==> config.mk <==
export PLATFORM = sky130hd
export DESIGN_NAME = branch_resolve_unit
export DESIGN_NICKNAME = d
export VERILOG_FILES = /design/src/rtl/branch_resolve_unit_pkg.sv /design/src/rtl/pred_fifo.sv /design/src/rtl/branch_resolve_unit.sv
export SDC_FILE = /design/constraint.sdc
export NUM_CORES = 1
export LEC_CHECK = 0
export ABC_CLOCK_PERIOD_IN_PS = 6000
export BUFFER_PORTS_ARGS = -buffer_cell sky130_fd_sc_hd__clkbuf_2
export CELL_PAD_IN_SITES_DETAIL_PLACEMENT = 0
export CELL_PAD_IN_SITES_GLOBAL_PLACEMENT = 1
export CORE_MARGIN = 4
export CORE_UTILIZATION = 46
export DETAILED_ROUTE_END_ITERATION = 16
export GPL_TIMING_DRIVEN = 1
export PLACE_DENSITY_LB_ADDON = 0.25
export SETUP_SLACK_MARGIN = 0.05
export SLEW_MARGIN = 30
export SYNTH_ARGS = -nofsm -noshare
export SYNTH_HDL_FRONTEND = slang
export SYNTH_HIERARCHICAL = 1
export SYNTH_SLANG_ARGS = --single-unit
==> constraint.sdc <==
create_clock -name clk -period 6 [get_ports clk]
set_clock_uncertainty 0.15 [all_clocks]
set_input_delay 0.9 -clock clk [delete_from_list [all_inputs] [get_ports clk]]
set_output_delay 0.9 -clock clk [all_outputs]
set_load 0.02 [all_outputs]
==> src/rtl/branch_resolve_unit_pkg.sv <==
`default_nettype none
// ============================================================================
//  Module      : branch_resolve_unit_pkg
//  Description : Shared branch-prediction constants (entry layout, default
//                queue depth, misprediction counter width). The BTB reuses
//                the same package.
//  Revision    : 1.0 - initial release
// ============================================================================
package branch_resolve_unit_pkg;

    localparam int c_bp_awidth    = 32;
    localparam int c_bp_depth     = 4;
    localparam int c_bp_cnt_width = 16;

    localparam logic [c_bp_cnt_width-1:0] c_bp_cnt_max = '1;

    // A queued prediction is {pc, pred_taken, pred_target}
    function automatic int bp_entry_width(input int awidth);
        return 2 * awidth + 1;
    endfunction

endpackage
`default_nettype wire

==> src/rtl/pred_fifo.sv <==
`default_nettype none
// ============================================================================
//  Module      : pred_fifo
//  Description : Synchronous FIFO holding in-flight branch predictions.
//                flush empties the queue and overrides push and pop.
//  Revision    : 1.0 - initial release
// ============================================================================
module pred_fifo #(
    parameter int WIDTH = 65,
    parameter int DEPTH = 4
) (
    input  logic                     clk,
    input  logic                     rst,
    input  logic                     push,
    input  logic                     pop,
    input  logic                     flush,
    input  logic [WIDTH-1:0]         wdata,
    output logic [WIDTH-1:0]         rdata,
    output logic                     full,
    output logic                     empty,
    output logic [$clog2(DEPTH):0]   count
);

    localparam int c_pw = $clog2(DEPTH);

    logic [c_pw-1:0] wr_ptr_q, wr_ptr_d;
    logic [c_pw-1:0] rd_ptr_q, rd_ptr_d;
    logic [c_pw:0]   count_q,  count_d;
    logic [WIDTH-1:0] mem_q [DEPTH];

    logic w_push_ok;
    logic w_pop_ok;

    // Full is judged on registered state only, so a push while full is
    // dropped even when a pop happens in the same cycle
    assign full      = (count_q == (c_pw+1)'(DEPTH));
    assign empty     = (count_q == '0);
    assign count     = count_q;
    assign rdata     = mem_q[rd_ptr_q];
    assign w_push_ok = push & ~full & ~flush;
    assign w_pop_ok  = pop & ~empty;

    // Next pointer/occupancy; pointers wrap naturally since DEPTH is 2^n
    always_comb begin
        wr_ptr_d = wr_ptr_q;
        rd_ptr_d = rd_ptr_q;
        count_d  = count_q;
        if (flush) begin
            wr_ptr_d = '0;
            rd_ptr_d = '0;
            count_d  = '0;
        end else begin
            if (w_push_ok) wr_ptr_d = wr_ptr_q + c_pw'(1);
            if (w_pop_ok)  rd_ptr_d = rd_ptr_q + c_pw'(1);
            case ({w_push_ok, w_pop_ok})
                2'b10:   count_d = count_q + (c_pw+1)'(1);
                2'b01:   count_d = count_q - (c_pw+1)'(1);
                default: count_d = count_q;
            endcase
        end
    end

    // Pointer and occupancy registers
    always_ff @(posedge clk) begin
        if (rst) begin
            wr_ptr_q <= '0;
            rd_ptr_q <= '0;
            count_q  <= '0;
        end else begin
            wr_ptr_q <= wr_ptr_d;
            rd_ptr_q <= rd_ptr_d;
            count_q  <= count_d;
        end
    end

    // Entry storage; contents are don't-care until written
    always_ff @(posedge clk) begin
        if (!rst && w_push_ok) begin
            mem_q[wr_ptr_q] <= wdata;
        end
    end

endmodule
`default_nettype wire

==> src/rtl/branch_resolve_unit.sv <==
`default_nettype none
// ============================================================================
//  Module      : branch_resolve_unit
//  Description : Queues fetch-stage branch predictions and checks them
//                against execute-stage outcomes. Produces a registered
//                redirect/flush pulse, a BTB update request and a
//                saturating misprediction count.
//  Revision    : 1.0 - initial release
// ============================================================================
module branch_resolve_unit
    import branch_resolve_unit_pkg::*;
#(
    parameter int AWIDTH = c_bp_awidth,
    parameter int DEPTH  = c_bp_depth
) (
    input  logic                      clk,
    input  logic                      rst,
    input  logic                      push_f,
    input  logic [AWIDTH-1:0]         PC_f,
    input  logic                      pred_taken_f,
    input  logic [AWIDTH-1:0]         pred_target_f,
    input  logic                      resolve_x,
    input  logic [AWIDTH-1:0]         PC_x,
    input  logic                      taken_x,
    input  logic [AWIDTH-1:0]         alu_out,
    output logic                      full,
    output logic                      empty,
    output logic [$clog2(DEPTH):0]    count,
    output logic                      mispredict,
    output logic [AWIDTH-1:0]         redirect_pc,
    output logic                      btb_wr,
    output logic [AWIDTH-1:0]         btb_pc,
    output logic [AWIDTH-1:0]         btb_target,
    output logic [c_bp_cnt_width-1:0] mispred_cnt,
    output logic                      underflow
);

    localparam int c_ew = bp_entry_width(AWIDTH);

    logic [c_ew-1:0]   w_entry;
    logic [c_ew-1:0]   w_head;
    logic [AWIDTH-1:0] w_head_pc;
    logic              w_head_taken;
    logic [AWIDTH-1:0] w_head_target;
    logic              w_resolve_ok;
    logic              w_miss;

    logic                      mispredict_q,  mispredict_d;
    logic [AWIDTH-1:0]         redirect_pc_q, redirect_pc_d;
    logic                      btb_wr_q,      btb_wr_d;
    logic [AWIDTH-1:0]         btb_pc_q,      btb_pc_d;
    logic [AWIDTH-1:0]         btb_target_q,  btb_target_d;
    logic [c_bp_cnt_width-1:0] mispred_cnt_q, mispred_cnt_d;
    logic                      underflow_q,   underflow_d;

    assign w_entry       = {PC_f, pred_taken_f, pred_target_f};
    assign w_head_pc     = w_head[c_ew-1 -: AWIDTH];
    assign w_head_taken  = w_head[AWIDTH];
    assign w_head_target = w_head[AWIDTH-1:0];

    // A resolve against an empty queue is ignored apart from underflow
    assign w_resolve_ok = resolve_x & ~empty;
    assign w_miss = w_resolve_ok &
                    ((w_head_pc != PC_x) ||
                     (w_head_taken != taken_x) ||
                     (taken_x && (w_head_target != alu_out)));

    pred_fifo #(
        .WIDTH (c_ew),
        .DEPTH (DEPTH)
    ) u_pred_fifo (
        .clk   (clk),
        .rst   (rst),
        .push  (push_f),
        .pop   (w_resolve_ok),
        .flush (w_miss),
        .wdata (w_entry),
        .rdata (w_head),
        .full  (full),
        .empty (empty),
        .count (count)
    );

    // Next-state of the redirect, BTB-update and statistics registers
    always_comb begin
        mispredict_d  = w_miss;
        redirect_pc_d = redirect_pc_q;
        btb_wr_d      = w_resolve_ok & taken_x;
        btb_pc_d      = btb_pc_q;
        btb_target_d  = btb_target_q;
        mispred_cnt_d = mispred_cnt_q;
        underflow_d   = underflow_q | (resolve_x & empty);
        if (w_miss) begin
            redirect_pc_d = taken_x ? alu_out : (PC_x + AWIDTH'(4));
            if (mispred_cnt_q != c_bp_cnt_max) begin
                mispred_cnt_d = mispred_cnt_q + c_bp_cnt_width'(1);
            end
        end
        if (w_resolve_ok && taken_x) begin
            btb_pc_d     = PC_x;
            btb_target_d = alu_out;
        end
    end

    // Output registers; reset suppresses any pending pulse
    always_ff @(posedge clk) begin
        if (rst) begin
            mispredict_q  <= 1'b0;
            redirect_pc_q <= '0;
            btb_wr_q      <= 1'b0;
            btb_pc_q      <= '0;
            btb_target_q  <= '0;
            mispred_cnt_q <= '0;
            underflow_q   <= 1'b0;
        end else begin
            mispredict_q  <= mispredict_d;
            redirect_pc_q <= redirect_pc_d;
            btb_wr_q      <= btb_wr_d;
            btb_pc_q      <= btb_pc_d;
            btb_target_q  <= btb_target_d;
            mispred_cnt_q <= mispred_cnt_d;
            underflow_q   <= underflow_d;
        end
    end

    assign mispredict  = mispredict_q;
    assign redirect_pc = redirect_pc_q;
    assign btb_wr      = btb_wr_q;
    assign btb_pc      = btb_pc_q;
    assign btb_target  = btb_target_q;
    assign mispred_cnt = mispred_cnt_q;
    assign underflow   = underflow_q;

endmodule
`default_nettype wire

Yosys cells after proc, flatten, opt, wreduce, memory -nomap -nowiden
Memory sizes are Yosys's and may differ from the RTL's. A register that Yosys moved wholly into a read port is not among the register bits.
Index checks and enable logic that the tools add are counted.
{"block": "totals", "reg_bits": 122, "mem_bits_rw": 260, "output_inout_bits": 120, "n_memories": 1}
{"block": "classes", "addsub": 6, "eq_ne": 7, "muxes": 6, "bitwise_logic": 11, "n_reduce_logical": 10}
{"name": "u_pred_fifo.mem_q", "depth": 4, "width": 65, "rd": 1, "rd_clocked_by_memory_dff": 1, "write_ports": 1, "line": "pred_fifo.sv:29", "source": "logic [WIDTH-1:0] mem_q [DEPTH];"}
{"op": "inequality test 32 bit", "n": 2}
{"op": "adder 32 x 3 -> 32 bit, second input constant", "n": 1}
{"op": "two-way mux 32 bit", "n": 1}
{"op": "adder 16 x 1 -> 16 bit, second input constant", "n": 1}
{"op": "inequality test 16 bit, second input constant", "n": 1}
{"op": "AND 1 bit", "n": 7}
{"op": "case mux 3 bit (2 select lines)", "n": 1}
{"op": "adder 2 x 1 -> 2 bit, second input constant", "n": 2}
{"op": "two-way mux 2 bit", "n": 2}
{"op": "adder 3 x 1 -> 3 bit, second input constant", "n": 1}
{"op": "equality test 3 bit, second input constant", "n": 1}
{"op": "logical AND 1 bit", "n": 3}
{"op": "zero test 3 bit", "n": 1}
{"op": "inverter 1 bit", "n": 3}
{"op": "subtractor 3 x 1 -> 3 bit, second input constant", "n": 1}
{"op": "equality test 2 x 1 -> 1 bit, second input constant", "n": 1}
{"op": "equality test 2 bit, second input constant", "n": 1}
{"op": "logical OR 1 bit", "n": 2}
{"op": "two-way mux 1 bit", "n": 2}
{"op": "AND reduction 2 bit", "n": 1}
{"op": "nonzero test 2 bit", "n": 1}
{"op": "OR reduction 2 bit", "n": 1}
{"op": "zero test 1 bit", "n": 1}
{"op": "inequality test 1 bit", "n": 1}
{"op": "bitwise OR 1 bit", "n": 1}

Longest topological paths before layout
{"block": "logic_depth", "ltp_word": 9, "mapped_depth": 17}

Cells and area by module
Netlist, hierarchy kept.
{"module": "pred_fifo", "instances": 1, "cells_each": 395, "area_per_inst_um2": 9843.2}
{"module": "branch_resolve_unit", "instances": 1, "cells_each": 705, "area_per_inst_um2": 5744.3}

Least setup slack after synthesis
OpenSTA, ideal clock, no wires.
{"block": "synth_path", "path_type": "register -> register", "start": "register with a tool-made name", "end": "memory u_pred_fifo.mem_q[0][0], enable pin", "setup_time_ns": 0.430, "arrival_time_ns": 4.371, "slack_ns": 1.048, "stages_incl_launch_ff": 13, "path_cell_list": "dfxtp_1 -> buf_2 -> buf_4 -> mux4_2 -> xor2_1 -> nor4_1 -> nand4_1 -> o31a_2 -> nor2_4 -> inv_2 -> buf_2 -> nor2_1 -> and3_1"}
{"element": "end, declared", "line": "pred_fifo.sv:29"}

==> results.json <==
{
  "path_max_fanout": 52,
  "swShare": 0.2749,
  "die-area_sq_um": 36890,
  "io_pins": 254,
  "postLayoutCellArea_sq_um": 18610,
  "start_kind": "register",
  "nets": 1494,
  "power_switching_mw": 1.863,
  "drv_cap": 0,
  "period_needed_ns": 5.032,
  "ys_types": 51,
  "finalSetupViolCount": 0,
  "clk_pin_slew_ns": 0.06,
  "leakage_nw": 6.560,
  "p_int_mw": 4.913,
  "maxSlewViolCount": 0,
  "p_per_area_nw_per_um2": 364.1,
  "routed_wl_microns": 42700,
  "cts_resized": 0,
  "io_buffers": 253,
  "path_cells": "buf_12, mux4_2, xnor2_1, nand4_1, nor4_1, a21oi_2, nor2_4, inv_2, nor2_1, and3_2, buf_12",
  "coreArea_sq_um": 33450,
  "netlist_area_sq_um": 15590,
  "cts_buffer_depth": 3,
  "syn_inst": 1100,
  "worst_path_most_repeated_cell": "buf_12",
  "cp.required_ns": 6.03,
  "fin_ws_ns": 0.9679,
  "crit_path_max_incr_delay_ns": 0.67,
  "placed_area_sq_um": 17330,
  "cts_max_level": 2,
  "synth_xor_area_frac": 0.05507,
  "path_class": "reg -> reg",
  "cts_buffers": 40,
  "power_frac_seq": 0.470,
  "overflow": 0,
  "globalplace.congestion": 0.8432,
  "vias": 9969,
  "clock_latency_ns": 0.52,
  "pre_cts_ws_ns": 0.9874,
  "seq_area_frac_synth": 0.6601,
  "synth_compound_area_frac": 0.05852,
  "dp.cells": 1758,
  "post_cts_buffers": 0,
  "viasPerCell": 5.442,
  "rows": 67,
  "syn_nets": 1242,
  "syn_to_final_growth_pct": 19.39,
  "hold_buffers": 0,
  "wl_per_cell_microns": 23.31,
  "drc": 0,
  "grt_pass1_vias": 9617,
  "synth-edff-count": 260,
  "synth_ff_type": "edfxtp_1",
  "max_slew_margin": 0.4648,
  "layoutNonFillerInstCount": 1832,
  "tns_ns": 0,
  "ys_ff_latch": 384,
  "synthArstFlopShare": 0,
  "fin_crit_sh": 0.8387,
  "grt_max_degree": 67,
  "rsz0062_at_grt": "no",
  "drive_gt1_frac": 0.2972,
  "grt_pass1_wl_microns": 62280,
  "hold_path_class": "reg -> reg",
  "synth-simple-area-share": 0.08926,
  "grt.total_usage": 0.2285,
  "endpoint_kind": "register",
  "ys_warn_count": 6,
  "drt_iter0_drc": 800,
  "initial_utilization": 0.4660,
  "dr.pass1.iters": 5,
  "max_freq_mhz": 198.7,
  "vdd_ir_drop_max_uv": 252.7,
  "worst_slew_pin_slew_ns": 0.8028,
  "arrival_ns": 5.06,
  "synth_top_family_by_area": "multiplexers",
  "cts_tree": "yes",
  "root_buffer": "clkbuf_16",
  "cts_num_sinks": 384,
  "fp.dieH_microns": 192.1,
  "crit_slowest_cell": "dfxtp_4",
  "p_clk_frac": 0.356,
  "synth_mux_area_frac": 0.1061,
  "synth_fa_ha_area_frac": 0.006903,
  "dieWidth_microns": 192.1,
  "hold-worst-slack_ns": 0.3028,
  "antenna_found_initial": 1,
  "ant_nets": 0,
  "status": "finished, final reports clean",
  "hpwlAfterDp_microns": 30520,
  "hold_viol": 0,
  "avgSynthCellArea_sq_um": 14.17,
  "combPwrFrac": 0.174
}
## synthesized netlist by cell type (all sizes together) (4+ instances only)
| cell | count | share of area |
|---|---|---|
| o211ai | 4 | 0.0019 |
| dfxtp | 124 | 0.16 |
| mux4 | 65 | 0.094 |
| inv | 18 | 0.0043 |
| or3 | 7 | 0.0028 |
| edfxtp | 260 | 0.50 |
| nor4 | 11 | 0.0063 |
| nor3 | 5 | 0.0016 |
| nand4 | 18 | 0.0072 |
| nor2 | 51 | 0.014 |
| ha | 7 | 0.0056 |
| o41ai | 4 | 0.0022 |
| nand2 | 159 | 0.039 |
| o31ai | 5 | 0.0024 |
| a21oi | 92 | 0.030 |
| buf | 30 | 0.013 |
| xnor2 | 46 | 0.026 |
| o2bb2ai | 19 | 0.011 |
| or4 | 4 | 0.0019 |
| mux2i | 19 | 0.012 |
| xor2 | 52 | 0.029 |
| clkbuf | 29 | 0.0071 |
| and3 | 9 | 0.0036 |
| o21ai | 19 | 0.0061 |
| nand3 | 19 | 0.0064 |
## layout by cell type (no fill, tap or decap), types with 7 or more instances in the layout
| cell type | count |
|---|---|
| mux2i_1 | 19 |
| dfxtp_1 | 122 |
| o2bb2ai_1 | 19 |
| buf_12 | 7 |
| nand3_1 | 18 |
| or3_1 | 7 |
| edfxtp_1 | 260 |
| xor2_1 | 52 |
| nand4_1 | 18 |
| a21oi_1 | 91 |
| buf_4 | 10 |
| o21ai_0 | 19 |
| clkbuf_1 | 12 |
| nand2_1 | 157 |
| nor2_1 | 49 |
| nor4_1 | 9 |
| ha_1 | 7 |
| inv_1 | 16 |
| clkbuf_2 | 252 |
| xnor2_1 | 46 |
| clkbuf_16 | 40 |
| mux4_2 | 65 |
## power by group through the flow
stage | combinational [mW] | sequential [mW] | clock [mW]
floorplan | 0.655 | 3.34 | 0
global placement | 1.17 | 3.24 | 0
detailed placement | 1.18 | 3.24 | 0
CTS | 1.19 | 3.19 | 2.47
global route | 1.27 | 3.21 | 2.59
finish | 1.18 | 3.19 | 2.41
## registers in the layout, indices dropped and copies added, names as in the netlist, named ones only
signal                count
mispred_cnt              16
u_pred_fifo/rd_ptr_q      2
u_pred_fifo/count         3
redirect_pc              32
u_pred_fifo/wr_ptr_q      2
btb_pc                   32
btb_target               32
underflow                 1
btb_wr                    1
mispredict                1
u_pred_fifo/mem_q       260
## per-layer routing
metal	vias up	share of wire	track usage
met5	-	0	0
met4	0	0.020	0.06034
met3	56	0.074	0.04198
met2	386	0.47	0.3556
met1	4919	0.44	0.3347
li1	4608	-	-
## cell type report
class	count	area [sq um]
antenna	1	2.502
clock buffer	52	1046
clock inverter	21	230.2
fill	2802	14840
inverter	18	67.56
multi-input combinational	639	4932
sequential	384	10290
tap	448	560.5
timing repair buffer	269	1476
## final timing paths
check,endpoint,cells past startpoint,from,slack (ns)
max,u_pred_fifo/mem_q[3][44],11,register,0.97
min,btb_target[18],2,btb_target[18],0.30
max reg2reg,u_pred_fifo/mem_q[3][44],11,register,0.97
min reg2reg,btb_target[18],2,btb_target[18],0.30
## logic make-up after synthesis
kind of cell,after synthesis
flops,384
buf+inv,77
xor+xnor,98
fa+ha+maj,8
simple gates,297
mux,84
compound gates,152
## per-stage QoR
step | utilization | total power, mW
floorplan | - | 3.999
global placement | 0.5182 | 4.410
detailed placement | 0.5182 | 4.426
CTS | 0.5563 | 6.847
global route | 0.5564 | 7.068
finish | 0.5564 | 6.776
## worst max-delay path, delay by kind of cell (launching register included)
kind,cells,cell delay (ns)
buf+inv,3,0.80
flops,1,0.67
mux,1,0.55
simple gates,5,2.04
compound gates,1,0.23
xor+xnor,1,0.15
No activity file was read; power rests on OpenSTA's default activity.
